===== src/rtl/led_status_counter.sv =====
// ============================================================================
// Module   : led_status_counter
// Purpose  : Board-status LED driver. It has a prescaled up-counter with load
//            and a wrap flag, and it offers four display modes: count, per-LED
//            activity stretch, bouncing scanner, and freeze.
// Option   : define SYNC_EVENT_EN to pass EVENT through a 2-flop synchronizer.
// Revision : 1.0  initial release
// ============================================================================
`default_nettype none

module led_status_counter #(
   parameter int CNT_W     = 28,
   parameter int LED_W     = 8,
   parameter int PRESCALE  = 1,
   parameter int STRETCH_W = 20
) (
   input  logic               CK12,
   input  logic               CLEAR,
   input  logic               EN,
   input  logic [1:0]         MODE,
   input  logic               LOAD,
   input  logic [CNT_W-1:0]   LOAD_VAL,
   input  logic [LED_W-1:0]   EVENT,
   output logic [LED_W-1:0]   LED,
   output logic               WRAP
);

   localparam int PS_W  = (PRESCALE > 1) ? $clog2(PRESCALE) : 1;
   localparam int POS_W = (LED_W > 1) ? $clog2(LED_W) : 1;
   localparam int LOW_W = CNT_W - LED_W;

   localparam logic [PS_W-1:0]  C_PS_LAST  = PS_W'(PRESCALE - 1);
   localparam logic [POS_W-1:0] C_POS_LAST = POS_W'(LED_W - 1);

   localparam logic [1:0] C_MODE_COUNT    = 2'd0;
   localparam logic [1:0] C_MODE_ACTIVITY = 2'd1;
   localparam logic [1:0] C_MODE_SCANNER  = 2'd2;

   logic [LED_W-1:0] w_event;
   logic [PS_W-1:0]  r_ps;
   logic [CNT_W-1:0] r_cnt;
   logic             r_wrap;
   logic [LED_W-1:0] r_led;
   logic [LED_W-1:0] w_active;
   logic [POS_W-1:0] w_pos;
   logic [LED_W-1:0] w_onehot;
   logic             w_ps_last;
   logic             w_tick;
   logic             w_scan_step;

`ifdef SYNC_EVENT_EN
   logic [LED_W-1:0] r_ev_meta;
   logic [LED_W-1:0] r_ev_sync;

   always_ff @(posedge CK12) begin
      if (CLEAR) begin
         r_ev_meta <= '0;
         r_ev_sync <= '0;
      end else begin
         r_ev_meta <= EVENT;
         r_ev_sync <= r_ev_meta;
      end
   end

   assign w_event = r_ev_sync;
`else
   assign w_event = EVENT;
`endif

   // LOAD suppresses the tick, so a load never counts, wraps or steps the scanner.
   assign w_ps_last   = (r_ps == C_PS_LAST);
   assign w_tick      = EN && !LOAD && w_ps_last;
   assign w_scan_step = w_tick && (&r_cnt[LOW_W-1:0]);

   always_ff @(posedge CK12) begin
      if (CLEAR) begin
         r_ps   <= '0;
         r_cnt  <= '0;
         r_wrap <= 1'b0;
      end else begin
         r_wrap <= w_tick && (&r_cnt);
         if (LOAD) begin
            r_cnt <= LOAD_VAL;
            r_ps  <= '0;
         end else if (EN) begin
            if (w_ps_last) begin
               r_ps  <= '0;
               r_cnt <= r_cnt + CNT_W'(1);
            end else begin
               r_ps  <= r_ps + PS_W'(1);
            end
         end
      end
   end

   generate
      if (LED_W > 1) begin : g_scan_multi
         typedef enum logic [0:0] {DIR_UP = 1'b0, DIR_DOWN = 1'b1} dir_t;
         dir_t             r_dir;
         logic [POS_W-1:0] r_pos;

         always_ff @(posedge CK12) begin
            if (CLEAR) begin
               r_pos <= '0;
               r_dir <= DIR_UP;
            end else if (w_scan_step) begin
               case (r_dir)
                  DIR_UP: begin
                     if (r_pos == C_POS_LAST) begin
                        r_dir <= DIR_DOWN;
                        r_pos <= r_pos - POS_W'(1);
                     end else begin
                        r_pos <= r_pos + POS_W'(1);
                     end
                  end
                  default: begin
                     if (r_pos == '0) begin
                        r_dir <= DIR_UP;
                        r_pos <= r_pos + POS_W'(1);
                     end else begin
                        r_pos <= r_pos - POS_W'(1);
                     end
                  end
               endcase
            end
         end

         assign w_pos = r_pos;
      end else begin : g_scan_single
         assign w_pos = '0;
      end
   endgenerate

   assign w_onehot = LED_W'(1) << w_pos;

   generate
      for (genvar i = 0; i < LED_W; i++) begin : g_stretch
         logic [STRETCH_W-1:0] r_str;

         always_ff @(posedge CK12) begin
            if (CLEAR) begin
               r_str <= '0;
            end else if (w_event[i]) begin
               r_str <= '1;
            end else if (r_str != '0) begin
               r_str <= r_str - STRETCH_W'(1);
            end
         end

         assign w_active[i] = |r_str;
      end
   endgenerate

   // Freeze (and any unlisted code) simply keeps the previous LED value.
   always_ff @(posedge CK12) begin
      if (CLEAR) begin
         r_led <= '0;
      end else begin
         case (MODE)
            C_MODE_COUNT:    r_led <= r_cnt[CNT_W-1 -: LED_W];
            C_MODE_ACTIVITY: r_led <= w_active;
            C_MODE_SCANNER:  r_led <= w_onehot;
            default:         r_led <= r_led;
         endcase
      end
   end

   assign LED  = r_led;
   assign WRAP = r_wrap;

endmodule

`default_nettype wire


===== config.mk =====
export PLATFORM = sky130hd
export DESIGN_NAME = led_status_counter
export DESIGN_NICKNAME = d
export VERILOG_FILES = /design/src/rtl/led_status_counter.sv
export SDC_FILE = /design/constraint.sdc
export NUM_CORES = 1
export LEC_CHECK = 0
export BUFFER_PORTS_ARGS = -buffer_cell sky130_fd_sc_hd__clkbuf_2
export CORE_AREA = 2 2 140 142
export DETAILED_ROUTE_END_ITERATION = 8
export DIE_AREA = 0 0 142 144
export PLACE_DENSITY = 0.72
export SLEW_MARGIN = 0
export SYNTH_ARGS = -nofsm -noshare
export SYNTH_HDL_FRONTEND = slang
export SYNTH_SLANG_ARGS = --single-unit

===== constraint.sdc =====
create_clock -name CK12 -period 3.3 [get_ports CK12]
set_input_delay 0.495 -clock CK12 [delete_from_list [all_inputs] [get_ports CK12]]
set_output_delay 0.495 -clock CK12 [all_outputs]
set_load 0.02 [all_outputs]

==> results of run 1 <==
==> Yosys cell counts, types with 34 or more instances <==
cell type / instances
xor2_1: 56
nand3_1: 47
dfxtp_1: 201
nor3_1: 54
clkbuf_1: 52
a21oi_1: 156
inv_1: 36
nand2_1: 56
nor4_1: 53
nand4_1: 34
nor2_1: 97
xnor2_1: 75
==> area by class of cell <==
type                            count  share of cell area [%]
Clock buffer                       32                    5.91
Clock inverter                     10                   0.937
Inverter                           42                    1.37
Multi-Input combinational cell    931                    51.3
Sequential cell                   201                    35.0
Tap cell                          238                    2.59
Timing Repair Buffer               60                    2.89
==> registers in the layout, summed over array words and instances (netlist names) <==
| name | cells |
|---|---|
| LED | 8 |
| r_cnt | 28 |
| g_scan_multi.r_pos | 3 |
| WRAP | 1 |
| g_scan_multi.r_dir | 1 |
| g_stretch.r_str | 160 |
==> power by group <==
group | switching (W) | internal [W] | total [W]
sequential | 0.000199 | 0.00262 | 0.00282
clock | 0.00101 | 0.00159 | 0.00260
combinational | 0.000423 | 0.000322 | 0.000745
==> stage by stage <==
| stage | cell area (um^2) | instances | power, W |
|---|---|---|---|
| after floorplan | 10300 | 1234 | 0.00340 |
| after global placement | 10700 | 1472 | 0.00358 |
| after detailed placement | 10700 | 1472 | 0.00360 |
| after CTS | 11500 | 1514 | 0.00622 |
| after global routing | 11500 | 1514 | 0.00646 |
| final | 11500 | 1514 | 0.00617 |
==> routing by layer <==
layer / global-route usage, % / up-vias
met2: 36.2 / 161
met5: 0 / -
li1: - / 4570
met3: 4.01 / 23
met4: 5.47 / 0
met1: 30.4 / 4194
==> worst min-delay path by stage <==
stage | startpoint | end | slack, ns | depth (start not counted)
final | LOAD_VAL[9] | r_cnt[9]$_SDFFE_PP0P_ | 0.21 | 3
after floorplan | g_stretch[5].r_str[10]$_SDFFE_PP0P_ | g_stretch[5].r_str[10]$_SDFFE_PP0P_ | 0.43 | 2
after global placement | g_stretch[0].r_str[11]$_SDFFE_PP0P_ | g_stretch[0].r_str[11]$_SDFFE_PP0P_ | 0.44 | 2
after CTS | LOAD_VAL[9] | r_cnt[9]$_SDFFE_PP0P_ | 0.20 | 3
after global routing | LOAD_VAL[4] | r_cnt[4]$_SDFFE_PP0P_ | 0.20 | 3
after detailed placement | LED[4]$_SDFFE_PP0P_ | LED[4]$_SDFFE_PP0P_ | 0.45 | 2
==> critical path, delay by kind of cell, from the launching register on <==
| kind | cells | cell delay, ns |
|---|---|---|
| AOI/OAI and AO/OA | 2 | 0.50 |
| DFF | 1 | 0.34 |
| and+or+nand+nor | 3 | 1.67 |
==> kinds of logic after synthesis <==
family | count (synthesis) | synth area share, %
muxes | 7 | 0.680
and+or+nand+nor | 473 | 25.1
DFF | 201 | 39.1
adders and majority gates | 27 | 3.28
AOI/OAI and AO/OA | 293 | 17.0
xor gates and xnor gates | 131 | 11.1
buffers and inverters | 102 | 3.75
==> impl_metrics.yaml, run 1 <==
layout:
  final_net_count: 1328
  multi_input_gate_area_um2: 5890
  area_growth_syn_to_layout_pct: 11.5
  register_area_um2: 4020
  fillers: 1684
  commonest_non_fill_non_tap_cell_in_the_layout: "dfxtp_1"
  most-common-layout-cells: "dfxtp_1 (201), a21oi_1 (156), nor2_1 (97), xnor2_1 (75)"
  final_util_pct: 60.2
  post_route_cells_drive_above_1_share_pct: 9.48
  antenna_cells_inserted: 0
route:
  highest_layer: "met4"
  wl_met1_um: 11100
  drc_errors: 0
  drt-wirelength-per-cell_um: 15.0
  drt.antenna.violating_nets: 0
  detailedRoute.firstPassIterationCount: 5
  first_iter_violations: 502
  detail_route.wirelength_um: 22700
  vias: 8948
  wl_met3_um: 1020
  met2_length_um: 10200
  via_per_inst: 5.91
cts:
  post_cts.repair.setup_buffers: 0
  cts_root_buf: "clkbuf_16"
  ctsLongestPathBuffers: 3
  cts.sinks: 201
  worst_setup_hold_path_clk_slew_ns: 0.06
  hold_buffers: 0
  cts_tree: "done"
  ctsHtreeMaxLevel: 1
  cts_repair_resize_count: 0
  numCtsBuffers: 23
  clkLatencyLatePin_ns: 0.51
yosys:
  postSynthCellCount: 1234
  asyncSetResetFlopFracSynth_pct: 0
  synth_top_area_share_pct: 39.1
  count_of_state_elements_after_synthesis: 201
  synth_nets: 1303
  synth_seq_area_share_pct: 39.1
  syn_avg_cell_area_um2: 8.35
  yosys_most_used_dff: "dfxtp_1"
  yosys_warnings: 0
  synthTopCellsByArea: "dfxtp_1 (39%), a21oi_1 (7.6%), xnor2_1 (6.4%)"
  cell_area_after_technology_mapping_um2: 10300
  yosys.area.top_type: "dfxtp_1"
  yosysUniqueCellTypes: 59
  synth_enable_flop_cells: 0
global_routing:
  number_of_global_route_vias_before_repair: 8399
  grt_pass1_wl_um: 38800
  antenna_found_initial: 0
  maximum_number_of_pins_on_one_net_before_global_route_repair: 64
  global_route.overflow_total: 0
  global_route.usage.total_pct: 22.1
placed_design:
  post-place-ws_ns: 0.695
  post-dp-hpwl_um: 15200
  gp_congestion: 0.844
  port-buffer-count: 50
floorplanning:
  starting_density_of_the_core_pct: 54.0
  die_w_um: 142
  core_um2: 19100
  core.rowCount: 51
  boundary_pins: 51
  die_area_um2: 20400
  die-height_um: 144
pwr:
  power-per-cell-area_nw_per_um2: 537
  total_leakage_power_nw: 4.10
  ir_drop_mv: 0.400
timing:
  finalSetupViolCount: 0
  timing.hold.ws_ns: 0.214
  rsz_0062_raised_after_global_routing: "false"
  worst_slew_margin_rel_pct: 40.7
  sum_of_negative_setup_slack_ns: 0
  finalCriticalPeriod_ns: 2.64
  max_slew.worst_pin.slew_ns: 0.881
  max_clock_freq_ghz: 0.378
  final_hold_vio_count: 0
  setup_ws_ns: 0.658
  final_min_period_over_clock_period_pct: 80.1
  final.setup_skew_ns: 0.00630
  maxSlewViolCount: 0
critical_path:
  timing.critical_path.required_ns: 3.69
  rr_startpoint: "g_stretch[1].r_str[11]$_SDFFE_PP0P_"
  criticalPathCategory: "flip-flop to flip-flop"
  worstReg2RegEnd: "LED[1]$_SDFFE_PP0P_"
  endpoint_kind: "flip-flop"
  end_point_of_the_critical_path: "LED[1]$_SDFFE_PP0P_"
  r2r_cells: 5
  worstSetupStartpoint: "g_stretch[1].r_str[11]$_SDFFE_PP0P_"
  critical_path.startpoint_type: "flip-flop"
  cpPeakStageDelay_ns: 0.67
  register_to_register_setup_slack_ns: 0.66
  cp_slowest_cell: "or4_1"
  crit_path_max_fanout: 10
  worstPathArrival_ns: 3.03
  path_cells: "or4_1 -> nor4_4 -> nand4b_1 -> a221oi_1 -> o21ai_0"
job:
  drv.max_cap_violation_count: 0
min_path:
  hold_path_class: "input pin to flip-flop"
outcome:
  status: "complete, no violations"
Power figures use the tool's default switching activity.
==> inputs of run 2 (changes only) <==
Settings changed: ABC_AREA set to 1, CORE_AREA 2 2 140 142 to 2 2 152 154, DIE_AREA 0 0 142 144 to 0 0 154 156, PLACE_DENSITY 0.72 to 0.74.
Clock period 3.3 ns to 2.2 ns, I/O delays scaled along.
==> run 2 against run 1 <==
  * Synthesized area grew 18%
  * Combinational power grew 99%
  * Hold slack lost 0.13 ns
  * Via count grew 40%
  * Largest cell class unchanged
==> impl_metrics.yaml, run 2 <==
critical_path:
  critical_path.startpoint_type: "flip-flop"
  criticalPathCategory: "flip-flop to flip-flop"
  worstPathArrival_ns: 2.16
  timing.critical_path.required_ns: 2.56
  crit_path_max_fanout: 11
  endpoint_kind: "flip-flop"
cts:
  cts_repair_resize_count: 0
  hold_buffers: 0
  post_cts.repair.setup_buffers: 0
  ctsLongestPathBuffers: 3
  cts_root_buf: "clkbuf_16"
  ctsHtreeMaxLevel: 1
  numCtsBuffers: 24
  worst_setup_hold_path_clk_slew_ns: 0.06
  cts_tree: "done"
  cts.sinks: 201
  clkLatencyLatePin_ns: 0.52
layout:
  instances_no_fill: 2352
  post_route_cells_drive_above_1_share_pct: 8.08
  area_growth_syn_to_layout_pct: 11.5
  commonest_non_fill_non_tap_cell_in_the_layout: "nand2_1"
  register_with_the_highest_flop_count: "g_stretch.r_str"
  final_area_um2: 13600
  largest_register_ffs: 160
  fillers: 2165
  most-common-layout-cells: "nand2_1 (564), nor2_1 (431), dfxtp_1 (201), nand3_1 (184), inv_1 (174)"
  final_net_count: 2119
  antenna_cells_inserted: 0
yosys:
  yosysUniqueCellTypes: 33
  synthTopCellsByArea: "dfxtp_1 (33%), nand2_1 (17%), nor2_1 (13%)"
  cell_area_after_technology_mapping_um2: 12200
  post_synth_most_frequent_cells: "nand2_1 (564), nor2_1 (431), dfxtp_1 (201)"
  synth_enable_flop_cells: 0
  count_of_state_elements_after_synthesis: 201
  synth_seq_area_share_pct: 33.1
  synth_nets: 2071
  yosys.cell_count.top_type: "nand2_1"
  syn_avg_cell_area_um2: 6.07
  yosys_most_used_dff: "dfxtp_1"
  yosys.area.top_type: "dfxtp_1"
  asyncSetResetFlopFracSynth_pct: 0
  synth_top_area_share_pct: 33.1
  yosys_warnings: 0
  postSynthCellCount: 2002
floorplanning:
  starting_density_of_the_core_pct: 54.3
  core.rowCount: 55
  core_um2: 22400
  boundary_pins: 51
  die_w_um: 154
  die-height_um: 156
  die_area_um2: 24000
global_routing:
  maximum_number_of_pins_on_one_net_before_global_route_repair: 67
  global_route.usage.total_pct: 25.2
  antenna_found_initial: 0
  global_route.overflow_total: 0
  number_of_global_route_vias_before_repair: 11600
  grt_pass1_wl_um: 52400
timing:
  final_min_period_over_clock_period_pct: 81.7
  setup_ws_ns: 0.403
  final_hold_vio_count: 0
  max_clock_freq_ghz: 0.557
  finalSetupViolCount: 0
  finalCriticalPeriod_ns: 1.80
  worst_slew_margin_rel_pct: 53.7
  max_slew.worst_pin.slew_ns: 0.694
  final.setup_skew_ns: 0.00886
  rsz_0062_raised_after_global_routing: "false"
  maxSlewViolCount: 0
  sum_of_negative_setup_slack_ns: 0
route:
  drt-wirelength-per-cell_um: 12.9
  drt.antenna.violating_nets: 0
  via_per_inst: 5.33
  first_iter_violations: 898
  drc_errors: 0
  detail_route.wirelength_um: 30400
  vias: 12500
  detailedRoute.firstPassIterationCount: 5
placed_design:
  gp_congestion: 0.946
  post-place-ws_ns: 0.444
  detailed_place.area_um2: 12700
  post_place_cells: 2309
  post-dp-hpwl_um: 21800
  port-buffer-count: 50
job:
  drv.max_cap_violation_count: 0
pwr:
  power-per-cell-area_nw_per_um2: 721
  ir_drop_mv: 0.517
  total_leakage_power_nw: 6.19
outcome:
  status: "complete, no violations"
min_path:
  hold_path_class: "input pin to flip-flop"
==> run 2: cell types whose count changed in the layout (fill, tap and decap cells not counted), sizes merged, moves of 21 or more <==
cell	before	now
xnor2	75	6
a21oi	156	98
inv	37	175
nand3b	7	28
or2	14	43
nor3	55	10
a211oi	22	0
xor2	56	9
nand3	47	189
nand2	56	566
nor4	55	0
nor2	97	441
or3	24	0
==> run 2: final timing paths <==
| path | cells after the start | slack [ns] | to | from |
|---|---|---|---|---|
| max | 7 | 0.40 | g_stretch[7].r_str[3]$_SDFFE_PP0P_ | g_stretch[7].r_str[0]$_SDFFE_PP0P_ |
| min | 3 | 0.09 | r_cnt[3]$_SDFFE_PP0P_ | LOAD_VAL[3] |
| min reg2reg | 2 | 0.48 | g_scan_multi.r_dir$_SDFFE_PP0P_ | g_scan_multi.r_dir$_SDFFE_PP0P_ |
| max reg2reg | 7 | 0.40 | g_stretch[7].r_str[3]$_SDFFE_PP0P_ | g_stretch[7].r_str[0]$_SDFFE_PP0P_ |
==> run 2: kinds of logic after synthesis <==
family,share of synthesized area (%)
and+or+nand+nor,46.4
xor gates and xnor gates,1.08
AOI/OAI and AO/OA,9.30
adders and majority gates,2.78
buffers and inverters,7.31
DFF,33.1
==> run 2: where the power goes <==
group | switching (W) | internal [W]
registers | 0.000257 | 0.00392
clock network | 0.00155 | 0.00257
logic | 0.000961 | 0.000519
==> run 2: cell type report <==
| cell class | count | area (um^2) | share of cell area [%] |
|---|---|---|---|
| well taps | 285 | 357 | 2.63 |
| repair buffers | 72 | 422 | 3.11 |
| inverters | 181 | 679 | 5.01 |
| clock inverters | 5 | 78.8 | 0.581 |
| multi-input cells | 1570 | 7240 | 53.4 |
| clock buffers | 38 | 754 | 5.57 |
| flip-flops and latches | 201 | 4020 | 29.7 |
==> run 2: worst max-delay path, cell delays in order (launching register included) <==
cell and delay, ns:
dfxtp_1 0.30, inv_1 0.18, ha_1 0.22, nand2_1 0.06, nor2_1 0.12, nand3_1 0.43, nand3b_1 0.24, a31oi_1 0.10
==> run 2: routing by layer <==
layer | vias to the layer above | part of all wire (%) | GRT usage (%)
li1 | 6537 | - | -
met1 | 5688 | 46 | 32.2
met2 | 269 | 48 | 44.8
met3 | 47 | 4.4 | 3.28
met4 | 0 | 1.9 | 6.85
met5 | - | 0 | 0
==> run 2: metrics by stage <==
stage | util (%) | total power (W) | hold WS [ns]
2_1_floorplan | - | 0.00532 | 0.452
3_3_place_gp | 56.9 | 0.00568 | 0.465
3_5_place_dp | 56.9 | 0.00571 | 0.469
4_1_cts | 60.6 | 0.00986 | 0.0681
5_1_grt | 60.6 | 0.0103 | 0.0929
6_report | 60.6 | 0.00978 | 0.0857
